**config.mk**
```make
export PLATFORM = sky130hd
export DESIGN_NAME = mem_port_arbiter_flat
export DESIGN_NICKNAME = d
export VERILOG_FILES = /design/src/rtl/mem_port_arbiter_pkg.sv /design/src/rtl/mem_port_arbiter_if.sv /design/src/rtl/arb_timeout_counter.sv /design/src/rtl/mem_port_arbiter.sv /design/src/flat_wrapper.sv
export SDC_FILE = /design/constraint.sdc
export NUM_CORES = 1
export LEC_CHECK = 0
export CAP_MARGIN = 20
export CORE_ASPECT_RATIO = 0.7
export CORE_UTILIZATION = 40
export CTS_BUF_LIST = sky130_fd_sc_hd__clkbuf_8 sky130_fd_sc_hd__clkbuf_16
export CTS_CLUSTER_SIZE = 8
export DETAILED_ROUTE_END_ITERATION = 12
export PLACE_DENSITY = 0.91
export SYNTH_ARGS = -nofsm -noshare
export SYNTH_HDL_FRONTEND = slang
export SYNTH_SLANG_ARGS = --single-unit
```
**constraint.sdc**
```tcl
create_clock -name clk_i -period 2.1 [get_ports clk_i]
set_input_delay 0.42 -clock clk_i [delete_from_list [all_inputs] [get_ports clk_i]]
set_output_delay 0.42 -clock clk_i [all_outputs]
set_load 0.01 [all_outputs]
```
**src/rtl/mem_port_arbiter_pkg.sv**
```systemverilog
// mem_port_arbiter_pkg: shared types and constants for the unified memory port arbiter.
// Contents:
//   arb_state_t      - arbiter FSM state (idle, fetch busy, data busy)
//   NopInstr         - RV32I NOP (addi x0, x0, 0), returned on an aborted fetch
//   Def*             - default widths and timeout limit
package mem_port_arbiter_pkg;

  localparam int unsigned DefAddrW         = 32;
  localparam int unsigned DefDataW         = 32;
  localparam int unsigned DefTimeoutCycles = 64;

  localparam logic [31:0] NopInstr = 32'h0000_0013;

  typedef enum logic [1:0] {
    StIdle,
    StBusyI,
    StBusyD
  } arb_state_t;

endpackage

```
**src/rtl/mem_port_arbiter_if.sv**
```systemverilog
// mem_port_arbiter_if: bundles the fetch, load/store and memory-side signals of the arbiter.
// Modports:
//   slave  - the arbiter: takes requests and mem_ready/mem_rdata, drives grants,
//            read data, the memory command, stall and err
//   master - the environment (core fetch + LSU + memory model): the opposite directions
// Signals:
//   if_req/if_addr -> if_gnt/if_rvalid/if_rdata          instruction fetch
//   d_req/d_we/d_addr/d_wdata -> d_gnt/d_rvalid/d_rdata  load/store
//   mem_req/mem_we/mem_addr/mem_wdata <- mem_ready/mem_rdata  shared memory port
//   stall, err                                           pipeline freeze, sticky timeout
interface mem_port_arbiter_if #(
  parameter int unsigned ADDR_W = 32,
  parameter int unsigned DATA_W = 32
);

  logic              if_req;
  logic [ADDR_W-1:0] if_addr;
  logic              if_gnt;
  logic              if_rvalid;
  logic [DATA_W-1:0] if_rdata;

  logic              d_req;
  logic              d_we;
  logic [ADDR_W-1:0] d_addr;
  logic [DATA_W-1:0] d_wdata;
  logic              d_gnt;
  logic              d_rvalid;
  logic [DATA_W-1:0] d_rdata;

  logic              mem_req;
  logic              mem_we;
  logic [ADDR_W-1:0] mem_addr;
  logic [DATA_W-1:0] mem_wdata;
  logic              mem_ready;
  logic [DATA_W-1:0] mem_rdata;

  logic              stall;
  logic              err;

  modport slave (
    input  if_req, if_addr, d_req, d_we, d_addr, d_wdata, mem_ready, mem_rdata,
    output if_gnt, if_rvalid, if_rdata, d_gnt, d_rvalid, d_rdata,
    output mem_req, mem_we, mem_addr, mem_wdata, stall, err
  );

  modport master (
    output if_req, if_addr, d_req, d_we, d_addr, d_wdata, mem_ready, mem_rdata,
    input  if_gnt, if_rvalid, if_rdata, d_gnt, d_rvalid, d_rdata,
    input  mem_req, mem_we, mem_addr, mem_wdata, stall, err
  );

endinterface

```
**src/rtl/arb_timeout_counter.sv**
```systemverilog
// arb_timeout_counter: counts stalled memory cycles and flags when the wait limit is hit.
// Only compiled when MEM_TIMEOUT_EN is defined.
// Ports:
//   clk_i, rst_ni - clock, asynchronous active-low reset
//   clear_i       - restart the count (new transaction granted)
//   enable_i      - count this cycle (busy, memory not ready)
//   limit_i       - number of stalled cycles allowed
//   expired_o     - this counted cycle is the limit-th one; abort now
`ifdef MEM_TIMEOUT_EN
module arb_timeout_counter #(
  parameter int unsigned CntW = 32
) (
  input  logic            clk_i,
  input  logic            rst_ni,
  input  logic            clear_i,
  input  logic            enable_i,
  input  logic [CntW-1:0] limit_i,
  output logic            expired_o
);

  logic [CntW-1:0] cnt_q, cnt_d;

  always_comb begin
    cnt_d = cnt_q;
    if (clear_i) begin
      cnt_d = '0;
    end else if (enable_i) begin
      cnt_d = cnt_q + CntW'(1);
    end
  end

  // Fires in the cycle that would bring the count up to the limit, so the FSM leaves
  // BUSY after exactly limit_i stalled cycles.
  assign expired_o = enable_i && ((cnt_q + CntW'(1)) >= limit_i);

  always_ff @(posedge clk_i or negedge rst_ni) begin
    if (!rst_ni) begin
      cnt_q <= '0;
    end else begin
      cnt_q <= cnt_d;
    end
  end

endmodule
`endif

```
**src/rtl/mem_port_arbiter.sv**
```systemverilog
// mem_port_arbiter: shares one multi-cycle memory port between instruction fetch and
// load/store. Data requests win over fetch in every grant slot; a grant slot is IDLE or the
// completing cycle of a BUSY state, so transactions can run back to back.
// Ports:
//   clk_i   - clock, all state on the rising edge
//   rst_ni  - asynchronous active-low reset; drops mem_req at once and discards the transaction
//   bus_io  - mem_port_arbiter_if.slave: fetch, load/store and memory port signals, stall, err
// Optional feature: define MEM_TIMEOUT_EN to abort a transaction after TIMEOUT_CYCLES stalled
// cycles (sticky err, fetch returns NOP, load returns 0). Without it err is always 0 and the
// FSM waits forever for mem_ready.
module mem_port_arbiter
  import mem_port_arbiter_pkg::*;
#(
  parameter int unsigned ADDR_W         = DefAddrW,
  parameter int unsigned DATA_W         = DefDataW,
  parameter int unsigned TIMEOUT_CYCLES = DefTimeoutCycles
) (
  input  logic              clk_i,
  input  logic              rst_ni,
  mem_port_arbiter_if.slave bus_io
);

  arb_state_t        state_q, state_d;
  logic [ADDR_W-1:0] mem_addr_q, mem_addr_d;
  logic              mem_we_q, mem_we_d;
  logic [DATA_W-1:0] mem_wdata_q, mem_wdata_d;
  logic [DATA_W-1:0] if_rdata_q, if_rdata_d;
  logic [DATA_W-1:0] d_rdata_q, d_rdata_d;
  logic              if_rvalid_q, if_rvalid_d;
  logic              d_rvalid_q, d_rvalid_d;
  logic              err_q, err_d;

  logic busy, done, abort, grant_slot, gnt_d, gnt_i;

  assign busy       = (state_q != StIdle);
  assign done       = busy & bus_io.mem_ready;
  assign grant_slot = ~busy | done;
  assign gnt_d      = grant_slot & bus_io.d_req;
  assign gnt_i      = grant_slot & bus_io.if_req & ~bus_io.d_req;

`ifdef MEM_TIMEOUT_EN
  logic expired;

  arb_timeout_counter #(
    .CntW(32)
  ) u_timeout (
    .clk_i    (clk_i),
    .rst_ni   (rst_ni),
    .clear_i  (gnt_d | gnt_i),
    .enable_i (busy & ~bus_io.mem_ready),
    .limit_i  (32'(TIMEOUT_CYCLES)),
    .expired_o(expired)
  );

  assign abort = expired;
`else
  logic unused_timeout;
  assign unused_timeout = ^TIMEOUT_CYCLES;
  assign abort          = 1'b0;
`endif

  always_comb begin
    state_d     = state_q;
    mem_addr_d  = mem_addr_q;
    mem_we_d    = mem_we_q;
    mem_wdata_d = mem_wdata_q;
    if_rdata_d  = if_rdata_q;
    d_rdata_d   = d_rdata_q;
    if_rvalid_d = 1'b0;
    d_rvalid_d  = 1'b0;
    err_d       = err_q;

    // Completion (normal or aborted) returns the response and frees the port.
    if (done || abort) begin
      state_d = StIdle;
      case (state_q)
        StBusyI: begin
          if_rvalid_d = 1'b1;
          if_rdata_d  = done ? bus_io.mem_rdata : DATA_W'(NopInstr);
        end
        StBusyD: begin
          d_rvalid_d = 1'b1;
          // Stores leave d_rdata untouched.
          if (!mem_we_q) begin
            d_rdata_d = done ? bus_io.mem_rdata : '0;
          end
        end
        default: ;
      endcase
    end

    if (abort) begin
      err_d = 1'b1;
    end

    // A grant in the completing cycle overrides the return to idle.
    if (gnt_d) begin
      state_d     = StBusyD;
      mem_addr_d  = bus_io.d_addr;
      mem_we_d    = bus_io.d_we;
      mem_wdata_d = bus_io.d_wdata;
    end else if (gnt_i) begin
      state_d    = StBusyI;
      mem_addr_d = bus_io.if_addr;
      mem_we_d   = 1'b0;
    end
  end

  always_ff @(posedge clk_i or negedge rst_ni) begin
    if (!rst_ni) begin
      state_q     <= StIdle;
      mem_addr_q  <= '0;
      mem_we_q    <= 1'b0;
      mem_wdata_q <= '0;
      if_rdata_q  <= '0;
      d_rdata_q   <= '0;
      if_rvalid_q <= 1'b0;
      d_rvalid_q  <= 1'b0;
      err_q       <= 1'b0;
    end else begin
      state_q     <= state_d;
      mem_addr_q  <= mem_addr_d;
      mem_we_q    <= mem_we_d;
      mem_wdata_q <= mem_wdata_d;
      if_rdata_q  <= if_rdata_d;
      d_rdata_q   <= d_rdata_d;
      if_rvalid_q <= if_rvalid_d;
      d_rvalid_q  <= d_rvalid_d;
      err_q       <= err_d;
    end
  end

  assign bus_io.if_gnt    = gnt_i;
  assign bus_io.d_gnt     = gnt_d;
  assign bus_io.if_rvalid = if_rvalid_q;
  assign bus_io.if_rdata  = if_rdata_q;
  assign bus_io.d_rvalid  = d_rvalid_q;
  assign bus_io.d_rdata   = d_rdata_q;
  assign bus_io.mem_req   = busy;
  assign bus_io.mem_we    = mem_we_q;
  assign bus_io.mem_addr  = mem_addr_q;
  assign bus_io.mem_wdata = mem_wdata_q;
  assign bus_io.stall     = (bus_io.if_req & ~gnt_i) | (bus_io.d_req & ~gnt_d);
  assign bus_io.err       = err_q;

endmodule

```
**src/flat_wrapper.sv**
```systemverilog
// flat-port wrapper written by rule: the top's interface ports become plain ports
module mem_port_arbiter_flat import mem_port_arbiter_pkg::*;
#(
  parameter int unsigned ADDR_W         = DefAddrW,
  parameter int unsigned DATA_W         = DefDataW,
  parameter int unsigned TIMEOUT_CYCLES = DefTimeoutCycles
)
  (clk_i, rst_ni, bus_io_if_req, bus_io_if_addr, bus_io_d_req, bus_io_d_we, bus_io_d_addr, bus_io_d_wdata, bus_io_mem_ready, bus_io_mem_rdata, bus_io_if_gnt, bus_io_if_rvalid, bus_io_if_rdata, bus_io_d_gnt, bus_io_d_rvalid, bus_io_d_rdata, bus_io_mem_req, bus_io_mem_we, bus_io_mem_addr, bus_io_mem_wdata, bus_io_stall, bus_io_err);
  mem_port_arbiter_if #(.ADDR_W(ADDR_W), .DATA_W(DATA_W)) bus_io_i ();
  input  logic clk_i;
  input  logic rst_ni;
  input wire logic [$bits(bus_io_i.if_req)-1:0] bus_io_if_req;
  input wire logic [$bits(bus_io_i.if_addr)-1:0] bus_io_if_addr;
  input wire logic [$bits(bus_io_i.d_req)-1:0] bus_io_d_req;
  input wire logic [$bits(bus_io_i.d_we)-1:0] bus_io_d_we;
  input wire logic [$bits(bus_io_i.d_addr)-1:0] bus_io_d_addr;
  input wire logic [$bits(bus_io_i.d_wdata)-1:0] bus_io_d_wdata;
  input wire logic [$bits(bus_io_i.mem_ready)-1:0] bus_io_mem_ready;
  input wire logic [$bits(bus_io_i.mem_rdata)-1:0] bus_io_mem_rdata;
  output wire logic [$bits(bus_io_i.if_gnt)-1:0] bus_io_if_gnt;
  output wire logic [$bits(bus_io_i.if_rvalid)-1:0] bus_io_if_rvalid;
  output wire logic [$bits(bus_io_i.if_rdata)-1:0] bus_io_if_rdata;
  output wire logic [$bits(bus_io_i.d_gnt)-1:0] bus_io_d_gnt;
  output wire logic [$bits(bus_io_i.d_rvalid)-1:0] bus_io_d_rvalid;
  output wire logic [$bits(bus_io_i.d_rdata)-1:0] bus_io_d_rdata;
  output wire logic [$bits(bus_io_i.mem_req)-1:0] bus_io_mem_req;
  output wire logic [$bits(bus_io_i.mem_we)-1:0] bus_io_mem_we;
  output wire logic [$bits(bus_io_i.mem_addr)-1:0] bus_io_mem_addr;
  output wire logic [$bits(bus_io_i.mem_wdata)-1:0] bus_io_mem_wdata;
  output wire logic [$bits(bus_io_i.stall)-1:0] bus_io_stall;
  output wire logic [$bits(bus_io_i.err)-1:0] bus_io_err;
  assign bus_io_i.if_req = bus_io_if_req;
  assign bus_io_i.if_addr = bus_io_if_addr;
  assign bus_io_i.d_req = bus_io_d_req;
  assign bus_io_i.d_we = bus_io_d_we;
  assign bus_io_i.d_addr = bus_io_d_addr;
  assign bus_io_i.d_wdata = bus_io_d_wdata;
  assign bus_io_i.mem_ready = bus_io_mem_ready;
  assign bus_io_i.mem_rdata = bus_io_mem_rdata;
  assign bus_io_if_gnt = bus_io_i.if_gnt;
  assign bus_io_if_rvalid = bus_io_i.if_rvalid;
  assign bus_io_if_rdata = bus_io_i.if_rdata;
  assign bus_io_d_gnt = bus_io_i.d_gnt;
  assign bus_io_d_rvalid = bus_io_i.d_rvalid;
  assign bus_io_d_rdata = bus_io_i.d_rdata;
  assign bus_io_mem_req = bus_io_i.mem_req;
  assign bus_io_mem_we = bus_io_i.mem_we;
  assign bus_io_mem_addr = bus_io_i.mem_addr;
  assign bus_io_mem_wdata = bus_io_i.mem_wdata;
  assign bus_io_stall = bus_io_i.stall;
  assign bus_io_err = bus_io_i.err;
  mem_port_arbiter #(.ADDR_W(ADDR_W), .DATA_W(DATA_W), .TIMEOUT_CYCLES(TIMEOUT_CYCLES)) u_core (.clk_i(clk_i), .rst_ni(rst_ni), .bus_io(bus_io_i));
endmodule
```
**Yosys cells after proc, flatten, opt, wreduce, memory -nomap -nowiden**

Cells that the tools add are included.

- Bits in registers: 133
- Bits of input ports: 134
- Output and inout bits: 136
- Word-level logic and storage cells: 39

- Eq/ne operators: 2
- Mux-type cells: 11
- Bitwise operators: 13
- Reduce and logical (&&, ||, !) cells: 5

Operators by type and width:

| kind | count |
|---|---|
| $mux 32 | 2 |
| $and 1x1->1 | 6 |
| $mux 1 | 6 |
| $mux 2 | 3 |
| $not 1->1 | 5 |
| $reduce_bool 2->1 | 2 |
| $reduce_and 3->1 | 1 |
| $reduce_bool 3->1 | 1 |
| $eq 2x1->1 const B | 1 |
| $eq 2x2->1 const B | 1 |
| $or 1x1->1 | 2 |
| $reduce_and 2->1 | 1 |

**Longest topological paths before layout**

- Depth in word-level cells: 8
- Mapped depth: 6
- Depth with buffers taken out: 3

**Least setup slack after synthesis**

OpenSTA, ideal clock, no wires.

- Kind: flip-flop to output port
- Start point: reg u_core.state_q[0]
- End point: out bus_io_if_gnt
- Data arrival time: 1.204 ns
- Data required time: 1.680 ns
- Path slack: 0.476 ns
- Cell stages (with the launch flop): 5
- Buffers on the path: 2
- Path through: dfrtp_1 -> o21bai_1 -> buf_2 -> buf_2 -> and2_1

- Cells in the longest elaborated chain, start to end: 5
- Elaborated cells on any way between the ends: 6
- Those cells by class: bitwise: 5; reduce/logical: 1

RTL lines:

| item | line | RTL |
|---|---|---|
| from (decl) | mem_port_arbiter.sv:23 | `arb_state_t state_q, state_d;` |
| from (signal assigned) | mem_port_arbiter.sv:111 | `state_q <= StIdle;` |
| from (signal assigned) | mem_port_arbiter.sv:121 | `state_q <= state_d;` |
| $reduce_bool 2->1 * | mem_port_arbiter.sv:35 | `assign busy = (state_q != StIdle);` |
| $and 1x1->1 / $not 1->1 (equally long branches) | mem_port_arbiter.sv:36, mem_port_arbiter.sv:37 |  |
| $or 1x1->1 * | mem_port_arbiter.sv:37 | `assign grant_slot = ~busy \| done;` |
| $and 1x1->1 * (2 in series) | mem_port_arbiter.sv:39 | `assign gnt_i = grant_slot & bus_io.if_req & ~bus_io.d_req;` |
| to (decl) | flat_wrapper.sv:20 | `output wire logic [$bits(bus_io_i.if_gnt)-1:0] bus_io_if_gnt;` |

Mark *: on every way between the ends. The rest lies on a longest branch, timed or not.

**Final worst setup path**

- Start point: in bus_io_mem_ready
- End point: out bus_io_d_gnt

- Cells in the longest elaborated chain, start to end: 3

RTL lines:

| item | line | RTL |
|---|---|---|
| from (decl) | flat_wrapper.sv:18 | `input wire logic [$bits(bus_io_i.mem_ready)-1:0] bus_io_mem_ready;` |
| $and 1x1->1 | mem_port_arbiter.sv:36 | `assign done = busy & bus_io.mem_ready;` |
| $or 1x1->1 | mem_port_arbiter.sv:37 |  |
| $and 1x1->1 | mem_port_arbiter.sv:38 | `assign gnt_d = grant_slot & bus_io.d_req;` |
| to (decl) | flat_wrapper.sv:23 | `output wire logic [$bits(bus_io_i.d_gnt)-1:0] bus_io_d_gnt;` |

No other way between the ends.

==> results.py <==
metrics = {
    "pwr": {
        "p_sw_share_pct": 27.68,
        "power_density_mw_per_mm2": 1066,
        "p_comb_share_pct": 30.7,
        "p_leak_nw": 3.727,
        "power.total_mw": 9.454,
        "clkPwrFrac_pct": 31.8,
        "p_sw_mw": 2.617,
        "vdd_ir_drop_max_mv": 0.5414,
        "p_int_mw": 6.837,
        "seqPwrFrac_pct": 37.5,
    },
    "place": {
        "portBuffers": 268,
        "gp_congestion": 0.7731,
        "dp.cells": 824,
        "preCtsSetupSlack_ps": -285.5,
        "place_hpwl_um": 10860,
        "placed_area_mm2": 0.008245,
    },
    "critical_path": {
        "critPathArrivalTime_ps": 1620,
        "worstSetupPathType": "in -> out",
        "endpoint_kind": "output port",
        "critPathMaxFanout": 4,
        "required_ps": 1680,
        "startpoint_type": "input port",
    },
    "sta": {
        "setup_ws_ps": 61.72,
        "fmax_mhz": 490.6,
        "finalClockSkew_ps": 11.11,
        "drv_slew": 0,
        "finalSetupViolCount": 0,
        "rsz0062_at_grt": "no",
        "hold_slack_ps": 474.0,
        "hold_viol": 0,
        "setup_tns_ps": 0,
        "period_share_pct": 97.06,
        "min_period_ps": 2038,
    },
    "floorplan": {
        "rows": 34,
        "die_w_um": 140.0,
        "fp.dieH_um": 98.59,
        "dieArea_mm2": 0.01380,
        "io_pins": 270,
        "core_mm2": 0.01272,
        "start_util_pct": 41.91,
    },
    "global_route": {
        "grt_pass1_vias": 4523,
        "overflow": 0,
        "grt_pass1_wl_um": 24150,
        "grt_max_degree": 65,
        "antenna_found_initial": 0,
        "grtUsageTotal_pct": 22.62,
    },
    "yosys": {
        "yosysMostFrequentCell": "dfrtp_1",
        "synth_flop_cell": "dfrtp_1",
        "synth_area_mm2": 0.005331,
        "synth_area_leader_cell": "dfrtp_1",
        "synth_seq_area_share_pct": 62.43,
        "synthesis.instances": 411,
        "synthTopCellsByCount": "133 x dfrtp_1, 98 x nand3_1, 66 x mux2_2",
        "synth_area_per_cell_um2": 12.97,
        "syn_nets": 545,
        "synth-seq-cells": 133,
        "synth_edf_count": 0,
        "synth-async-reset-ratio_pct": 100.0,
        "ys_top_cells_by_area": "dfrtp_1 62%, mux2_2 14%, nand3_1 9.2%",
        "synth_top_area_share_pct": 62.43,
        "ys_types": 20,
        "yosysWarnings": 0,
    },
    "detailed_routing": {
        "drtAntennaViolNets": 0,
        "avgViaCountPerCell": 5.079,
        "drc": 0,
        "dr.first_iter.drc_count": 163,
        "routed_wl_um": 14780,
        "wire_per_inst_um": 17.22,
        "dr_total_vias": 4358,
        "drtPass1Iterations": 4,
    },
    "cts": {
        "clock_latency_ps": 410,
        "clk_pin_slew_ps": 60,
        "cts_sinks": 133,
        "post_cts_buffers": 0,
        "cts_tree": "done",
        "h-tree-depth": 4,
        "cts_buffer_depth": 2,
        "cts-buffers-inserted": 17,
        "root_buffer": "clkbuf_16",
    },
    "layout": {
        "fillers": 864,
        "utilization_pct": 69.71,
        "drive_gt1_share_pct": 17.53,
        "syn_to_final_growth_pct": 66.32,
        "n_antenna_cell": 0,
        "num-nets-final": 817,
        "stdcell_count": 858,
        "finalInstanceArea_mm2": 0.008867,
    },
    "run": {
        "max_cap_violations": 0,
    },
    "outcome": {
        "outcome": "finished clean",
    },
    "min_path": {
        "min_path_type": "in -> async",
    },
}
[cells by family after synthesis]
group | after synthesis | synth area share, %
compound gates | 38 | 3.755
flops | 133 | 62.43
fa+ha+maj | 1 | 0.1878
other cells | 1 | 0.07034
simple gates | 107 | 10.09
buf+inv | 35 | 3.192
mux | 96 | 20.28
[area by class of cell]
cell class	count	area [um^2]	area share, %
Sequential cell	133	3328	37.53
Timing Repair Buffer	285	2860	32.26
Multi-Input combinational cell	243	1861	20.98
Clock buffer	18	439.2	4.953
Tap cell	162	202.7	2.286
Clock inverter	14	165.2	1.863
Inverter	3	11.26	0.1270
[critical path, stage by stage]
cell and delay [ps]:
clkdlybuf4s50_1 440, buf_4 150, o21bai_4 170, and2_1 180
clkdlybuf4s15_1 260
[flip-flops by register name (all words and copies together) (netlist names)]
register	cells
u_core.bus_io.d_rdata	32
u_core.bus_io.if_rdata	32
u_core.bus_io.mem_addr	32
u_core.bus_io.mem_wdata	32
u_core.state_q	2
u_core.bus_io.d_rvalid	1
u_core.bus_io.if_rvalid	1
u_core.bus_io.mem_we	1
[power by group through the flow]
stage               registers [mW]  clock network, mW  logic, mW
detailed placement            3.59                  0       2.92
global placement              3.54                  0       2.85
CTS                           3.55               3.08       2.94
floorplan                     3.87                  0      0.733
global route                  3.63               3.20       3.08
finish                        3.55               3.00       2.90
[cells in the final DEF, fill, tap and decap left out, types with 2 or more instances in the layout]
cell type and n:
buf_12 4, nand3_1 97, clkdlybuf4s50_1 263, and2_1 2, inv_8 3, mux2_1 30
dfrtp_1 133, o21ai_0 35, inv_1 4, clkinvlp_4 2, mux2_2 66, buf_4 12
bufinv_16 2, inv_6 5, clkbuf_16 17, nand2_1 3
[path summary, 6_finish.rpt]
kind                       cells after the start  slack, ps                           to                   startpoint
hold reg to reg                                1        480  u_core.bus_io.mem_wdata[29]  u_core.bus_io.mem_wdata[29]
min in group clk_i                             1        480  u_core.bus_io.mem_wdata[29]  u_core.bus_io.mem_wdata[29]
max in group asynchronous                      3        970    u_core.bus_io.d_rdata[29]                       rst_ni
hold / removal                                 2        470  u_core.bus_io.mem_wdata[14]                       rst_ni
setup / recovery                               5         60                 bus_io_d_gnt             bus_io_mem_ready
setup reg to reg                               5        300   u_core.bus_io.mem_wdata[2]            u_core.state_q[0]
[timing repair]
action,in CTS,in global routing
endpoints found under the hold margin,26,0
endpoints found under the setup margin,3,3
hold buffers,1,0
resized for setup,6,4
[routing by layer]
layer  GRT usage (%)  part of all wire, %
met1           26.80                   40
met2           39.81                   51
met3           7.386                  7.7
met4           5.748                 0.94
met5               0                    0
(Power assumes the default switching activity.)
